--- src/rtl/padctrl_pkg.sv ---
// Shared pad-control types and sizes.
// Used by the pad attribute sequencer and its neighbours.
package padctrl_pkg;

    localparam int NMioPads = 32;
    localparam int NDioPads = 15;
    localparam int AttrDw   = 10;
    localparam int IdxW     = 6;

    typedef logic [AttrDw-1:0] pad_attr_t;

    typedef enum logic [1:0] {
        IDLE,
        APPLY,
        SETTLE,
        RESP
    } attr_seq_state_e;

endpackage

--- src/rtl/padctrl_attr_seq.sv ---
// Pad attribute sequencer: owns the MIO/DIO attribute registers, serves one register
// request at a time, and holds each write for a settle window before responding.
module padctrl_attr_seq
    import padctrl_pkg::*;
#(
    parameter int                SettleCycles = 4,
    parameter logic [AttrDw-1:0] AttrWarlMask = 10'h3FF
) (
    input  logic                       clk_i,
    input  logic                       rst_ni,
    input  logic                       regen_i,
    input  logic                       req_valid_i,
    output logic                       req_ready_o,
    input  logic                       req_write_i,
    input  logic                       req_dio_i,
    input  logic [IdxW-1:0]            req_idx_i,
    input  logic [AttrDw-1:0]          req_attr_i,
    output logic                       rsp_valid_o,
    input  logic                       rsp_ready_i,
    output logic [AttrDw-1:0]          rsp_attr_o,
    output logic                       rsp_err_o,
    output logic                       busy_o,
    output logic [NMioPads*AttrDw-1:0] mio_attr_o,
    output logic [NDioPads*AttrDw-1:0] dio_attr_o
);

    localparam logic [IdxW-1:0] MioLimit = IdxW'(NMioPads);
    localparam logic [IdxW-1:0] DioLimit = IdxW'(NDioPads);
    localparam int              MioIw    = $clog2(NMioPads);
    localparam int              DioIw    = $clog2(NDioPads);
    // Counter counts down to zero, so a window of N cycles loads N-1.
    localparam logic [7:0]      SettleLoad = (SettleCycles == 0) ? 8'd0 : 8'(SettleCycles - 1);

    attr_seq_state_e state_q, state_d;

    logic            write_q;
    logic            dio_q;
    logic [IdxW-1:0] idx_q;
    pad_attr_t       attr_q;
    logic [7:0]      cnt_q;
    pad_attr_t       rsp_attr_q;
    logic            rsp_err_q;
    pad_attr_t       mio_regs [NMioPads];
    pad_attr_t       dio_regs [NDioPads];

    logic            idx_bad;
    logic            apply_err;
    pad_attr_t       cur_attr;

    always_comb begin
        idx_bad   = dio_q ? (idx_q >= DioLimit) : (idx_q >= MioLimit);
        apply_err = idx_bad || (write_q && !regen_i);
        cur_attr  = '0;
        if (!idx_bad) begin
            cur_attr = dio_q ? dio_regs[idx_q[DioIw-1:0]] : mio_regs[idx_q[MioIw-1:0]];
        end
    end

    always_comb begin
        state_d = state_q;
        case (state_q)
            IDLE:    if (req_valid_i) state_d = APPLY;
            APPLY: begin
                if (apply_err || !write_q || (SettleCycles == 0)) state_d = RESP;
                else                                               state_d = SETTLE;
            end
            SETTLE:  if (cnt_q == 8'd0) state_d = RESP;
            RESP:    if (rsp_ready_i) state_d = IDLE;
            default: state_d = IDLE;
        endcase
    end

    always_ff @(posedge clk_i or negedge rst_ni) begin
        if (!rst_ni) begin
            state_q    <= IDLE;
            write_q    <= 1'b0;
            dio_q      <= 1'b0;
            idx_q      <= '0;
            attr_q     <= '0;
            cnt_q      <= '0;
            rsp_attr_q <= '0;
            rsp_err_q  <= 1'b0;
            for (int k = 0; k < NMioPads; k++) mio_regs[k] <= '0;
            for (int k = 0; k < NDioPads; k++) dio_regs[k] <= '0;
        end else begin
            state_q <= state_d;
            case (state_q)
                IDLE: begin
                    if (req_valid_i) begin
                        write_q <= req_write_i;
                        dio_q   <= req_dio_i;
                        idx_q   <= req_idx_i;
                        attr_q  <= req_attr_i & AttrWarlMask;
                    end
                end
                APPLY: begin
                    cnt_q     <= SettleLoad;
                    rsp_err_q <= apply_err;
                    if (apply_err)    rsp_attr_q <= '0;
                    else if (write_q) rsp_attr_q <= attr_q;
                    else              rsp_attr_q <= cur_attr;
                    if (write_q && !apply_err) begin
                        if (dio_q) dio_regs[idx_q[DioIw-1:0]] <= attr_q;
                        else       mio_regs[idx_q[MioIw-1:0]] <= attr_q;
                    end
                end
                SETTLE: begin
                    if (cnt_q != 8'd0) cnt_q <= cnt_q - 8'd1;
                end
                default: ;
            endcase
        end
    end

    assign req_ready_o = (state_q == IDLE);
    assign busy_o      = (state_q != IDLE);
    assign rsp_valid_o = (state_q == RESP);
    assign rsp_attr_o  = rsp_attr_q;
    assign rsp_err_o   = rsp_err_q;

    for (genvar k = 0; k < NMioPads; k++) begin : gen_mio_flat
        assign mio_attr_o[k*AttrDw +: AttrDw] = mio_regs[k];
    end
    for (genvar k = 0; k < NDioPads; k++) begin : gen_dio_flat
        assign dio_attr_o[k*AttrDw +: AttrDw] = dio_regs[k];
    end

endmodule

--- config.mk ---
export PLATFORM = sky130hd
export DESIGN_NAME = padctrl_attr_seq
export DESIGN_NICKNAME = d
export VERILOG_FILES = /design/src/rtl/padctrl_pkg.sv /design/src/rtl/padctrl_attr_seq.sv
export SDC_FILE = /design/constraint.sdc
export NUM_CORES = 1
export LEC_CHECK = 0
export BUFFER_PORTS_ARGS = -buffer_cell sky130_fd_sc_hd__buf_2
export CAP_MARGIN = 20
export CELL_PAD_IN_SITES_DETAIL_PLACEMENT = 1
export CELL_PAD_IN_SITES_GLOBAL_PLACEMENT = 2
export CORE_MARGIN = 1
export CORE_UTILIZATION = 35
export DETAILED_ROUTE_END_ITERATION = 8
export PLACE_DENSITY = 0.71
export SYNTH_ARGS = -nofsm -noshare
export SYNTH_HDL_FRONTEND = slang
export SYNTH_SLANG_ARGS = --single-unit
--- constraint.sdc ---
create_clock -name clk_i -period 2.7 [get_ports clk_i]
set_clock_uncertainty 0.2 [all_clocks]
set_input_delay 0.675 -clock clk_i [delete_from_list [all_inputs] [get_ports clk_i]]
set_output_delay 0.675 -clock clk_i [all_outputs]
set_load 0.005 [all_outputs]
==> metrics.txt, run 1 <==
# TYPE chip_impl_metric gauge
chip_impl_metric{name="synth-edff-count",unit=""} 0
chip_impl_info{name="outcome",value="complete, no violations"} 1
chip_impl_metric{name="hold_viol",unit=""} 0
chip_impl_metric{name="global_route_wire_length_before_repair",unit="um"} 134000
chip_impl_metric{name="synth-warning-count",unit=""} 0
chip_impl_metric{name="power_frac_clock",unit=""} 0.282
chip_impl_metric{name="cts-root-to-sink-buffers",unit=""} 3
chip_impl_info{name="critPathCaptureType",value="register"} 1
chip_impl_metric{name="die_h",unit="um"} 262
chip_impl_metric{name="global_route.overflow_total",unit=""} 0
chip_impl_metric{name="grt.total_usage",unit=""} 0.270
chip_impl_metric{name="totalPowerFinal",unit="uW"} 30100
chip_impl_metric{name="drt_pre_antenna_iters",unit=""} 5
chip_impl_metric{name="p_leak",unit="uW"} 0.0160
chip_impl_metric{name="worst_skew_pair.late_latency",unit="ps"} 630
chip_impl_metric{name="netSwitchingFraction",unit=""} 0.374
chip_impl_metric{name="dpl_cell_area",unit="mm2"} 0.0285
chip_impl_metric{name="timing.final.setup_violations",unit=""} 0
chip_impl_info{name="root_buffer",value="clkbuf_16"} 1
chip_impl_metric{name="placed_cells",unit=""} 2965
chip_impl_metric{name="antenna_violating_nets_post_route",unit=""} 0
chip_impl_metric{name="power.net_switching",unit="uW"} 11300
chip_impl_info{name="tritoncts_clock_tree",value="built"} 1
chip_impl_info{name="synth.largest_area_cell",value="dfrtp_1"} 1
chip_impl_metric{name="clock_sinks",unit=""} 509
chip_impl_metric{name="grt_start_max_net_pins",unit=""} 101
chip_impl_metric{name="share_comb_of_total_power",unit=""} 0.349
chip_impl_metric{name="die_x",unit="um"} 262
chip_impl_metric{name="detailroute.via_count",unit=""} 17000
chip_impl_metric{name="wl",unit="um"} 93600
chip_impl_metric{name="synth_top_area_frac",unit=""} 0.539
chip_impl_info{name="timing_worst_setup_path_type",value="reg -> reg"} 1
chip_impl_metric{name="detailedPlacementHpwl",unit="um"} 67900
chip_impl_metric{name="avgRoutedWirePerCell",unit="um"} 30.4
chip_impl_metric{name="power.ir.vdd_worst",unit="uV"} 511
chip_impl_metric{name="core_region_area",unit="mm2"} 0.0662
chip_impl_metric{name="start_util",unit=""} 0.357
chip_impl_metric{name="detail_route.iter0.violations",unit=""} 1107
chip_impl_info{name="synth_top_cells_by_count",value="509 x dfrtp_1, 490 x mux2_2, 85 x mux4_2"} 1
chip_impl_metric{name="final_number_of_max_transition_violations",unit=""} 0
chip_impl_metric{name="synth_cell_types",unit=""} 61
chip_impl_metric{name="cts_made_buffers",unit=""} 58
chip_impl_metric{name="worst_slew_margin_rel",unit=""} 0.409
chip_impl_metric{name="crit_path_max_fanout",unit=""} 13
chip_impl_metric{name="power_per_cell_area",unit="mW/mm2"} 978
chip_impl_metric{name="synth-seq-cells",unit=""} 509
chip_impl_metric{name="post_route_cells_drive_above_1_share",unit=""} 0.632
chip_impl_metric{name="first_global_vias",unit=""} 18100
chip_impl_metric{name="clk_pin_slew",unit="ps"} 70
chip_impl_metric{name="num_io_pins",unit=""} 507
chip_impl_metric{name="avgSynthCellArea",unit="um2"} 15.0
chip_impl_metric{name="synth_nets",unit=""} 1606
chip_impl_metric{name="initial_antenna_violation_count",unit=""} 5
chip_impl_info{name="worst_hold_path_type",value="in -> reg"} 1
chip_impl_metric{name="fin_cells",unit=""} 3080
chip_impl_metric{name="numPortBuffers",unit=""} 506
chip_impl_metric{name="fraction_of_the_cycle_the_final_worst_path_needs",unit=""} 0.986
chip_impl_metric{name="power_frac_seq",unit=""} 0.369
chip_impl_metric{name="avgViaCountPerCell",unit=""} 5.53
chip_impl_metric{name="worst_ep_arrival_time",unit="ps"} 2980
chip_impl_info{name="critical_path.startpoint_type",value="register"} 1
chip_impl_metric{name="die-area",unit="mm2"} 0.0685
chip_impl_metric{name="synthCells",unit=""} 1577
chip_impl_info{name="unrepaired_setup_endpoints_after_global_routing",value="no"} 1
chip_impl_info{name="synth_most_common_cell",value="dfrtp_1"} 1
chip_impl_metric{name="syn_area",unit="mm2"} 0.0236
chip_impl_metric{name="maxClockFrequency",unit="MHz"} 375
chip_impl_metric{name="hold_slack",unit="ps"} 76.4
chip_impl_metric{name="globalplace.congestion",unit=""} 0.832
chip_impl_metric{name="internal_power",unit="uW"} 18900
chip_impl_info{name="postSynth.topFlopCell",value="dfrtp_1"} 1
chip_impl_metric{name="maxCapViolCount",unit=""} 0
chip_impl_metric{name="num_rows",unit=""} 94
chip_impl_metric{name="ctsHtreeMaxLevel",unit=""} 2
chip_impl_metric{name="critical_path_required",unit="ps"} 3010
chip_impl_metric{name="timing.final.crit_period",unit="ps"} 2660
chip_impl_metric{name="detail_route.drc_violations",unit=""} 0
chip_impl_metric{name="finalInstanceArea",unit="mm2"} 0.0308
chip_impl_info{name="ys_top_cells_by_area",value="dfrtp_1 54%, mux2_2 23%, mux4_2 8.1%, mux2i_1 3.2%, clkbuf_1 1.1%"} 1
chip_impl_metric{name="synthToLayoutAreaGrowth",unit="%"} 30.4
chip_impl_metric{name="worst_slew_pin_tran",unit="ps"} 887
chip_impl_metric{name="synth_sequential_area_ratio",unit=""} 0.539
chip_impl_metric{name="finalNetCount",unit=""} 2197
chip_impl_metric{name="post-route-util",unit=""} 0.465
chip_impl_metric{name="async_flop_share",unit=""} 1.00
## per-layer routing
layer	track usage	part of all wire
met5	0	0.00024
met4	0.0733	0.025
met3	0.0516	0.056
met2	0.440	0.49
met1	0.369	0.43
## path summary, 6_finish.rpt
path | start | end | slack, ps | depth (start not counted)
setup reg to reg | idx_q[0]$_DFFE_PN0P_ | rsp_attr_o[4]$_DFFE_PN0P_ | 40 | 7
min in group asynchronous | rst_ni | dio_q$_DFFE_PN0P_ | 330 | 2
hold reg to reg | dio_attr_o[39]$_DFFE_PN0P_ | dio_attr_o[39]$_DFFE_PN0P_ | 330 | 1
hold / removal | req_idx_i[2] | idx_q[2]$_DFFE_PN0P_ | 80 | 2
max in group asynchronous | rst_ni | dio_attr_o[75]$_DFFE_PN0P_ | 1020 | 4
setup / recovery | idx_q[0]$_DFFE_PN0P_ | rsp_attr_o[4]$_DFFE_PN0P_ | 40 | 7
## power by group through the flow
stage | Sequential [uW] | Clock (uW) | Combinational [uW]
2_1_floorplan | 10000 | 0 | 5710
3_3_place_gp | 11100 | 0 | 10000
3_5_place_dp | 11200 | 0 | 10200
4_1_cts | 11100 | 8650 | 10400
5_1_grt | 11300 | 8960 | 11100
6_report | 11100 | 8490 | 10500
## through the flow
| step | setup slack, ps | setup TNS [ps] |
|---|---|---|
| 2_1_floorplan | 267 | 0 |
| 3_3_place_gp | -71.8 | -242 |
| 3_5_place_dp | -130 | -520 |
| 4_1_cts | -21.8 | -180 |
| 5_1_grt | 10.5 | 0 |
| 6_report | 36.8 | 0 |
## worst max-delay path: stages, from the launching register on
cell	delay (ps)
dfrtp_4	460
buf_16	190
buf_12	180
mux4_2	530
mux2i_2	330
o21ai_0	170
a211o_1	340
o31a_1	120
## repair_timing
item | CTS | global route
pin swaps | 0 | 1
gates cloned | 1 | 1
setup endpoints to repair | 7 | 361
setup buffers | 0 | 4
hold buffers | 1 | 0
hold endpoints to repair | 19 | 0
resized for setup | 13 | 20
## cells in the final DEF (no fill, tap or decap), types with 10 or more instances in the layout
master     Yosys  routed
dfrtp_2        0      12
inv_1         10      10
a21oi_1       14      13
clkinv_2       0      11
a22o_1        13      13
clkbuf_16      0      60
clkbuf_8       0      11
buf_4          8      74
mux2i_1       76      69
nor2_2        16      17
nor3_4        10      11
mux2_2       490     490
a211oi_1      12      10
mux4_2        85      85
buf_2         30     505
clkbuf_1      68      12
buf_12         0      58
a22oi_1       19      19
dfrtp_1      509     495
nand2_1       22      21
nor2_1        40      39
## layout make-up
| class | count | area, um2 |
|---|---|---|
| Antenna cell | 1 | 2.50 |
| Clock buffer | 82 | 1670 |
| Sequential cell | 509 | 12800 |
| Inverter | 10 | 37.5 |
| Timing Repair Buffer | 645 | 4400 |
| Tap cell | 864 | 1080 |
| Clock inverter | 25 | 380 |
| Multi-Input combinational cell | 944 | 10500 |
| Fill cell | 6747 | 35400 |
## state kept, by name (all words and copies together), names as in the netlist
name / count
idx_q: 6
rsp_attr_o: 10
mio_attr_o: 320
attr_q: 10
write_q: 1
dio_q: 1
rsp_err_o: 1
cnt_q: 8
state_q: 2
dio_attr_o: 150
## cells by family (layout without fill, tap and decap cells)
kind of cell,after synthesis,count (layout),share of synthesized area
and+or+nand+nor,154,154,0.0425
DFF,509,509,0.539
muxes,651,651,0.347
other,0,1,0
buffers and inverters,124,762,0.0232
AOI/OAI and AO/OA,127,127,0.0425
adders and majority gates,6,6,0.00318
xor gates and xnor gates,6,6,0.00223
(Power assumes the default switching activity.)
==> run 2: changes to the inputs <==
--- a/config.mk
+++ b/config.mk
@@ -11,6 +11,7 @@
 export CELL_PAD_IN_SITES_GLOBAL_PLACEMENT = 2
 export CORE_MARGIN = 1
 export CORE_UTILIZATION = 35
+export CTS_BUF_LIST = sky130_fd_sc_hd__clkbuf_2
 export DETAILED_ROUTE_END_ITERATION = 8
 export PLACE_DENSITY = 0.71
 export SYNTH_ARGS = -nofsm -noshare
==> metrics.txt, run 2 (synthesized netlist as in run 1, its figures left out) <==
# TYPE chip_impl_metric gauge
chip_impl_metric{name="num_io_pins",unit=""} 507
chip_impl_metric{name="detailedPlace.worstSlack",unit="ps"} -130
chip_impl_metric{name="start_util",unit=""} 0.357
chip_impl_metric{name="wl",unit="um"} 104000
chip_impl_metric{name="timing.final.setup_violations",unit=""} 312
chip_impl_metric{name="post_route_cells_drive_above_1_share",unit=""} 0.713
chip_impl_metric{name="ctsHtreeMaxLevel",unit=""} 4
chip_impl_info{name="tritoncts_clock_tree",value="built"} 1
chip_impl_metric{name="hold_viol",unit=""} 0
chip_impl_metric{name="core_region_area",unit="mm2"} 0.0662
chip_impl_metric{name="synthToLayoutAreaGrowth",unit="%"} 50.0
chip_impl_metric{name="fill_cells",unit=""} 6960
chip_impl_metric{name="num_rows",unit=""} 94
chip_impl_metric{name="grt_start_max_net_pins",unit=""} 101
chip_impl_metric{name="largest_register_ff_count",unit=""} 320
chip_impl_info{name="critPathCaptureType",value="output port"} 1
chip_impl_metric{name="worst_skew_pair.late_latency",unit="ps"} 1330
chip_impl_metric{name="maxClockFrequency",unit="MHz"} 333
chip_impl_metric{name="avgViaCountPerCell",unit=""} 5.30
chip_impl_info{name="unrepaired_setup_endpoints_after_global_routing",value="yes"} 1
chip_impl_metric{name="avgRoutedWirePerCell",unit="um"} 27.3
chip_impl_metric{name="detail_route.drc_violations",unit=""} 0
chip_impl_metric{name="drt_pre_antenna_iters",unit=""} 5
chip_impl_metric{name="detailroute.via_count",unit=""} 20200
chip_impl_info{name="critical-path-slowest-cell",value="dfrtp_1"} 1
chip_impl_metric{name="detailedPlacementHpwl",unit="um"} 67900
chip_impl_info{name="outcome",value="complete, but fails checks"} 1
chip_impl_metric{name="die_x",unit="um"} 262
chip_impl_metric{name="worst_slew_margin_rel",unit=""} 0.408
chip_impl_metric{name="setup_slack",unit="ps"} -304
chip_impl_metric{name="slowest_delay",unit="ps"} 420
chip_impl_metric{name="fraction_of_the_cycle_the_final_worst_path_needs",unit=""} 1.11
chip_impl_metric{name="numPortBuffers",unit=""} 506
chip_impl_info{name="critical_path.startpoint_type",value="register"} 1
chip_impl_metric{name="detail_route.iter0.violations",unit=""} 1164
chip_impl_metric{name="critical_path_required",unit="ps"} 1820
chip_impl_metric{name="globalplace.congestion",unit=""} 0.832
chip_impl_info{name="timing_worst_setup_path_type",value="reg -> out"} 1
chip_impl_metric{name="antenna_violating_nets_post_route",unit=""} 0
chip_impl_metric{name="initial_antenna_violation_count",unit=""} 7
chip_impl_info{name="root_buffer",value="clkbuf_2"} 1
chip_impl_metric{name="die-area",unit="mm2"} 0.0685
chip_impl_metric{name="die_h",unit="um"} 262
chip_impl_metric{name="p_leak",unit="uW"} 0.0193
chip_impl_info{name="layout_common_cells",value="590 x buf_4, 490 x mux2_2, 482 x dfrtp_1"} 1
chip_impl_metric{name="worst_slew_pin_tran",unit="ps"} 888
chip_impl_metric{name="power.ir.vdd_worst",unit="uV"} 497
chip_impl_info{name="layout.cells.most_common",value="buf_4"} 1
chip_impl_metric{name="grt.total_usage",unit=""} 0.293
chip_impl_metric{name="clk_pin_slew",unit="ps"} 110
chip_impl_metric{name="worst_ep_arrival_time",unit="ps"} 2130
chip_impl_metric{name="final_number_of_max_transition_violations",unit=""} 0
chip_impl_metric{name="clock_sinks",unit=""} 509
chip_impl_metric{name="power_per_cell_area",unit="mW/mm2"} 866
chip_impl_metric{name="timing.final.crit_period",unit="ps"} 3000
chip_impl_metric{name="crit_path_max_fanout",unit=""} 4
chip_impl_info{name="worstPathCellList",value="inv_2 > ha_4 > inv_4 > buf_6"} 1
chip_impl_metric{name="global_route.overflow_total",unit=""} 0
chip_impl_metric{name="finalNetCount",unit=""} 2874
chip_impl_info{name="violations",value="setup timing"} 1
chip_impl_metric{name="global_route_wire_length_before_repair",unit="um"} 145000
chip_impl_metric{name="maxCapViolCount",unit=""} 0
chip_impl_metric{name="cts-root-to-sink-buffers",unit=""} 3
chip_impl_info{name="worst_hold_path_type",value="in -> async"} 1
chip_impl_metric{name="hold_slack",unit="ps"} 188
chip_impl_metric{name="timing.reg2reg.worst_path_depth",unit=""} 11
chip_impl_metric{name="cts_made_buffers",unit=""} 145
chip_impl_metric{name="first_global_vias",unit=""} 21000
run 2: report_power, final:
group | internal, uW | switching, uW
clock | 2410 | 3510
sequential | 8950 | 2030
combinational | 6940 | 6830
total | 18300 | 12400
run 2: metrics by stage:
stage               cell area [um2]  total power (uW)  TNS, ps  utilization  std cells
global route                  35400             32000   -69490        0.535       3810
detailed placement            28500             21400     -520        0.430       2965
floorplan                     23600             15700        0            -       1577
finish                        35400             30700   -10290        0.535       3810
CTS                           33800             29400   -89230        0.510       3643
global placement              28500             21100     -242        0.430       2965
run 2: final timing paths:
check | start | end | slack [ps]
min reg2reg | mio_attr_o[164]$_DFFE_PN0P_ | mio_attr_o[164]$_DFFE_PN0P_ | 340
min | rst_ni | write_q$_DFFE_PN0P_ | 190
max reg2reg | state_q[0]$_DFFE_PN0P_ | mio_attr_o[249]$_DFFE_PN0P_ | -40
max in group asynchronous | rst_ni | dio_attr_o[46]$_DFFE_PN0P_ | 1070
max | state_q[0]$_DFFE_PN0P_ | busy_o | -300
min in group clk_i | regen_i | state_q[0]$_DFFE_PN0P_ | 220
run 2: worst max-delay path: cells and delay by family, from the launching register on:
| family | cells | cell delay, ps |
|---|---|---|
| adder cells (fa/ha/maj) | 1 | 180 |
| buffers and inverters | 3 | 250 |
| flip-flops | 1 | 420 |
run 2: metal layers:
metal,GRT usage,part of all wire,vias up
met2,0.478,0.49,764
li1,-,-,8525
met3,0.0713,0.064,197
met5,0,0.00020,-
met1,0.376,0.41,10700
met4,0.112,0.034,4
run 2: repair_timing:
item | CTS | global route
gates resized for setup | 139 | 65
setup buffers | 369 | 156
cloned | 1 | 9
pin swaps | 2 | 11
hold buffers | 62 | 0
endpoints found under the hold margin | 545 | 0
setup endpoints to repair | 501 | 887
run 2: final cells by class:
cell class	count	area, um2	share of cell area
Sequential cell	509	12800	0.361
Multi-Input combinational cell	948	10700	0.302
Timing Repair Buffer	1231	9540	0.269
Clock buffer	218	1090	0.0308
Inverter	10	40.0	0.00113
Clock inverter	28	193	0.00544
Antenna cell	2	5.00	0.000141
Tap cell	864	1080	0.0305
==> run 3: changes to the inputs <==
--- a/config.mk
+++ b/config.mk
@@ -7,13 +7,11 @@
 export LEC_CHECK = 0
 export BUFFER_PORTS_ARGS = -buffer_cell sky130_fd_sc_hd__buf_2
 export CAP_MARGIN = 20
-export CELL_PAD_IN_SITES_DETAIL_PLACEMENT = 1
-export CELL_PAD_IN_SITES_GLOBAL_PLACEMENT = 2
 export CORE_MARGIN = 1
 export CORE_UTILIZATION = 35
 export CTS_BUF_LIST = sky130_fd_sc_hd__clkbuf_2
 export DETAILED_ROUTE_END_ITERATION = 8
-export PLACE_DENSITY = 0.71
+export PLACE_DENSITY = 0.51
 export SYNTH_ARGS = -nofsm -noshare
 export SYNTH_HDL_FRONTEND = slang
 export SYNTH_SLANG_ARGS = --single-unit
==> metrics.txt, run 3 (synthesized netlist as in run 1, its figures left out) <==
# TYPE chip_impl_metric gauge
chip_impl_metric{name="die-area",unit="mm2"} 0.0685
chip_impl_metric{name="first_global_vias",unit=""} 20300
chip_impl_metric{name="hold_slack",unit="ps"} 160
chip_impl_metric{name="hold_viol",unit=""} 0
chip_impl_metric{name="fraction_of_the_cycle_the_final_worst_path_needs",unit=""} 1.12
chip_impl_metric{name="detailedPlacementHpwl",unit="um"} 67900
chip_impl_metric{name="ctsHtreeMaxLevel",unit=""} 4
chip_impl_metric{name="critical_path_required",unit="ps"} 1820
chip_impl_info{name="path_delay_family",value="flip-flops"} 1
chip_impl_metric{name="maxCapViolCount",unit=""} 0
chip_impl_metric{name="largest_register_ff_count",unit=""} 320
chip_impl_info{name="worst_hold_path_type",value="in -> reg"} 1
chip_impl_info{name="layout_common_cells",value="571 x buf_4, 491 x dfrtp_1, 489 x mux2_2"} 1
chip_impl_metric{name="start_util",unit=""} 0.357
chip_impl_metric{name="finalNetCount",unit=""} 2849
chip_impl_info{name="grt_busiest_layer",value="met2"} 1
chip_impl_metric{name="die_x",unit="um"} 262
chip_impl_info{name="worst_reg2reg_startpoint",value="idx_q[0]$_DFFE_PN0P_"} 1
chip_impl_metric{name="slowest_delay",unit="ps"} 410
chip_impl_metric{name="final_number_of_max_transition_violations",unit=""} 0
chip_impl_metric{name="dpl_cell_area",unit="mm2"} 0.0287
chip_impl_metric{name="numPortBuffers",unit=""} 506
chip_impl_metric{name="timing.final.setup_violations",unit=""} 435
chip_impl_metric{name="num_io_pins",unit=""} 507
chip_impl_metric{name="clock_sinks",unit=""} 509
chip_impl_metric{name="globalplace.congestion",unit=""} 0.845
chip_impl_metric{name="detailedPlace.worstSlack",unit="ps"} -278
chip_impl_metric{name="global_route_wire_length_before_repair",unit="um"} 141000
chip_impl_metric{name="worst_slew_margin_rel",unit=""} 0.398
chip_impl_info{name="outcome",value="complete, but fails checks"} 1
chip_impl_info{name="timing_worst_setup_path_type",value="reg -> out"} 1
chip_impl_metric{name="wl",unit="um"} 99600
chip_impl_info{name="hp-start",value="rsp_ready_i"} 1
chip_impl_metric{name="worst_ep_arrival_time",unit="ps"} 2150
chip_impl_metric{name="worst_slew_pin_tran",unit="ps"} 903
chip_impl_metric{name="drt_pre_antenna_iters",unit=""} 5
chip_impl_metric{name="setup_slack",unit="ps"} -325
chip_impl_info{name="critical-path-slowest-cell",value="dfrtp_1"} 1
chip_impl_metric{name="power.ir.vdd_worst",unit="uV"} 470
chip_impl_metric{name="grt_start_max_net_pins",unit=""} 54
chip_impl_metric{name="detailroute.via_count",unit=""} 19600
chip_impl_info{name="critical_path.startpoint",value="state_q[0]$_DFFE_PN0P_"} 1
chip_impl_metric{name="core_region_area",unit="mm2"} 0.0662
chip_impl_metric{name="cts_made_buffers",unit=""} 145
chip_impl_metric{name="initial_antenna_violation_count",unit=""} 4
chip_impl_metric{name="post_route_cells_drive_above_1_share",unit=""} 0.699
chip_impl_metric{name="cts-root-to-sink-buffers",unit=""} 3
chip_impl_metric{name="detail_route.iter0.violations",unit=""} 1014
chip_impl_info{name="unrepaired_setup_endpoints_after_global_routing",value="yes"} 1
chip_impl_metric{name="die_h",unit="um"} 262
chip_impl_info{name="critPathCaptureType",value="output port"} 1
chip_impl_info{name="layout.cells.most_common",value="buf_4"} 1
chip_impl_metric{name="totalPowerFinal",unit="uW"} 29900
chip_impl_metric{name="grtUsageMet2",unit=""} 0.473
chip_impl_info{name="worstPathCellList",value="inv_2 > ha_4 > inv_4 > buf_6"} 1
chip_impl_metric{name="path_buf_inv",unit=""} 3
chip_impl_metric{name="grt_util_met3",unit=""} 0.0864
chip_impl_info{name="violations",value="setup timing"} 1
chip_impl_info{name="tritoncts_clock_tree",value="built"} 1
chip_impl_metric{name="synthToLayoutAreaGrowth",unit="%"} 49.3
chip_impl_metric{name="num_rows",unit=""} 94
chip_impl_metric{name="worst_skew_pair.late_latency",unit="ps"} 1360
chip_impl_metric{name="crit_path_max_fanout",unit=""} 4
chip_impl_metric{name="p_leak",unit="uW"} 0.0191
chip_impl_metric{name="timing.final.crit_period",unit="ps"} 3020
chip_impl_metric{name="global_route.usage.met1",unit=""} 0.358
chip_impl_metric{name="fill_cells",unit=""} 5888
chip_impl_metric{name="finalInstanceArea",unit="mm2"} 0.0352
chip_impl_metric{name="global_route.overflow_total",unit=""} 0
chip_impl_metric{name="power_per_cell_area",unit="mW/mm2"} 849
chip_impl_metric{name="antenna_violating_nets_post_route",unit=""} 0
chip_impl_metric{name="avgRoutedWirePerCell",unit="um"} 26.2
chip_impl_info{name="critical_path.startpoint_type",value="register"} 1
chip_impl_metric{name="maxClockFrequency",unit="MHz"} 331
chip_impl_metric{name="clk_pin_slew",unit="ps"} 110
chip_impl_metric{name="detail_route.drc_violations",unit=""} 0
chip_impl_metric{name="grt.total_usage",unit=""} 0.289
chip_impl_metric{name="avgViaCountPerCell",unit=""} 5.16
chip_impl_info{name="root_buffer",value="clkbuf_2"} 1
## run 3: changes by cell type in the layout (fill, tap and decap cells not counted), sizes merged
cell         delta
bufinv          -1
or3b            -1
inv             -1
clkbuf         -12
dlygate4sd3     -1
clkinv         +22
diode           +5
clkinvlp        +3
buf            -18
## run 3: cell type report
| type | count | area [um2] | share of cell area |
|---|---|---|---|
| clock buffer | 211 | 1060 | 0.0300 |
| antenna | 7 | 17.5 | 0.000497 |
| clock inverter | 51 | 285 | 0.00809 |
| timing repair buffer | 1207 | 9450 | 0.268 |
| multi-input combinational | 947 | 10600 | 0.300 |
| sequential | 509 | 12800 | 0.362 |
| inverter | 10 | 40.0 | 0.00114 |
| tap | 864 | 1080 | 0.0307 |
## run 3: final timing paths
check	to	slack [ps]	depth (start not counted)
max	busy_o	-320	4
min	state_q[1]$_DFFE_PN0P_	160	5
max reg2reg	rsp_attr_o[0]$_DFFE_PN0P_	50	7
min reg2reg	mio_attr_o[231]$_DFFE_PN0P_	340	1
max in group asynchronous	mio_attr_o[147]$_DFFE_PN0P_	1300	5
min in group asynchronous	mio_attr_o[277]$_DFFE_PN0P_	440	4
## run 3: through the flow
| step | utilization | TNS (ps) | std cells |
|---|---|---|---|
| 2_1_floorplan | - | 0 | 1577 |
| 3_3_place_gp | 0.434 | -841 | 2989 |
| 3_5_place_dp | 0.434 | -4160 | 2989 |
| 4_1_cts | 0.515 | -110680 | 3678 |
| 5_1_grt | 0.532 | -80980 | 3804 |
| 6_report | 0.532 | -19880 | 3806 |
## run 3: metal layers
metal | vias up | wire length, um | part of all wire
li1 | 8514 | - | -
met1 | 10200 | 40000 | 0.40
met2 | 701 | 48800 | 0.49
met3 | 191 | 7570 | 0.076
met4 | 4 | 3290 | 0.033
met5 | - | 28 | 0.00028
## run 3: report_power, final
part | total [uW] | internal (uW) | switching (uW)
logic | 13400 | 6580 | 6780
registers | 10600 | 8950 | 1690
clock network | 5940 | 2320 | 3620
## run 3: worst min-delay path, delay by kind of cell
kind | cells | cell delay, ps
AO/OA/AOI/OAI | 2 | 160
buffers and inverters | 2 | 650
AND/OR/NAND/NOR | 1 | 170
## run 3: what timing repair did
action / 4_1_cts / 5_1_grt
setup buffers: 362 / 123
pin swaps: 6 / 3
gates cloned: 3 / 0
hold buffers: 62 / 0
endpoints found under the setup margin: 567 / 766
resized for setup: 145 / 43
endpoints found under the hold margin: 618 / 0
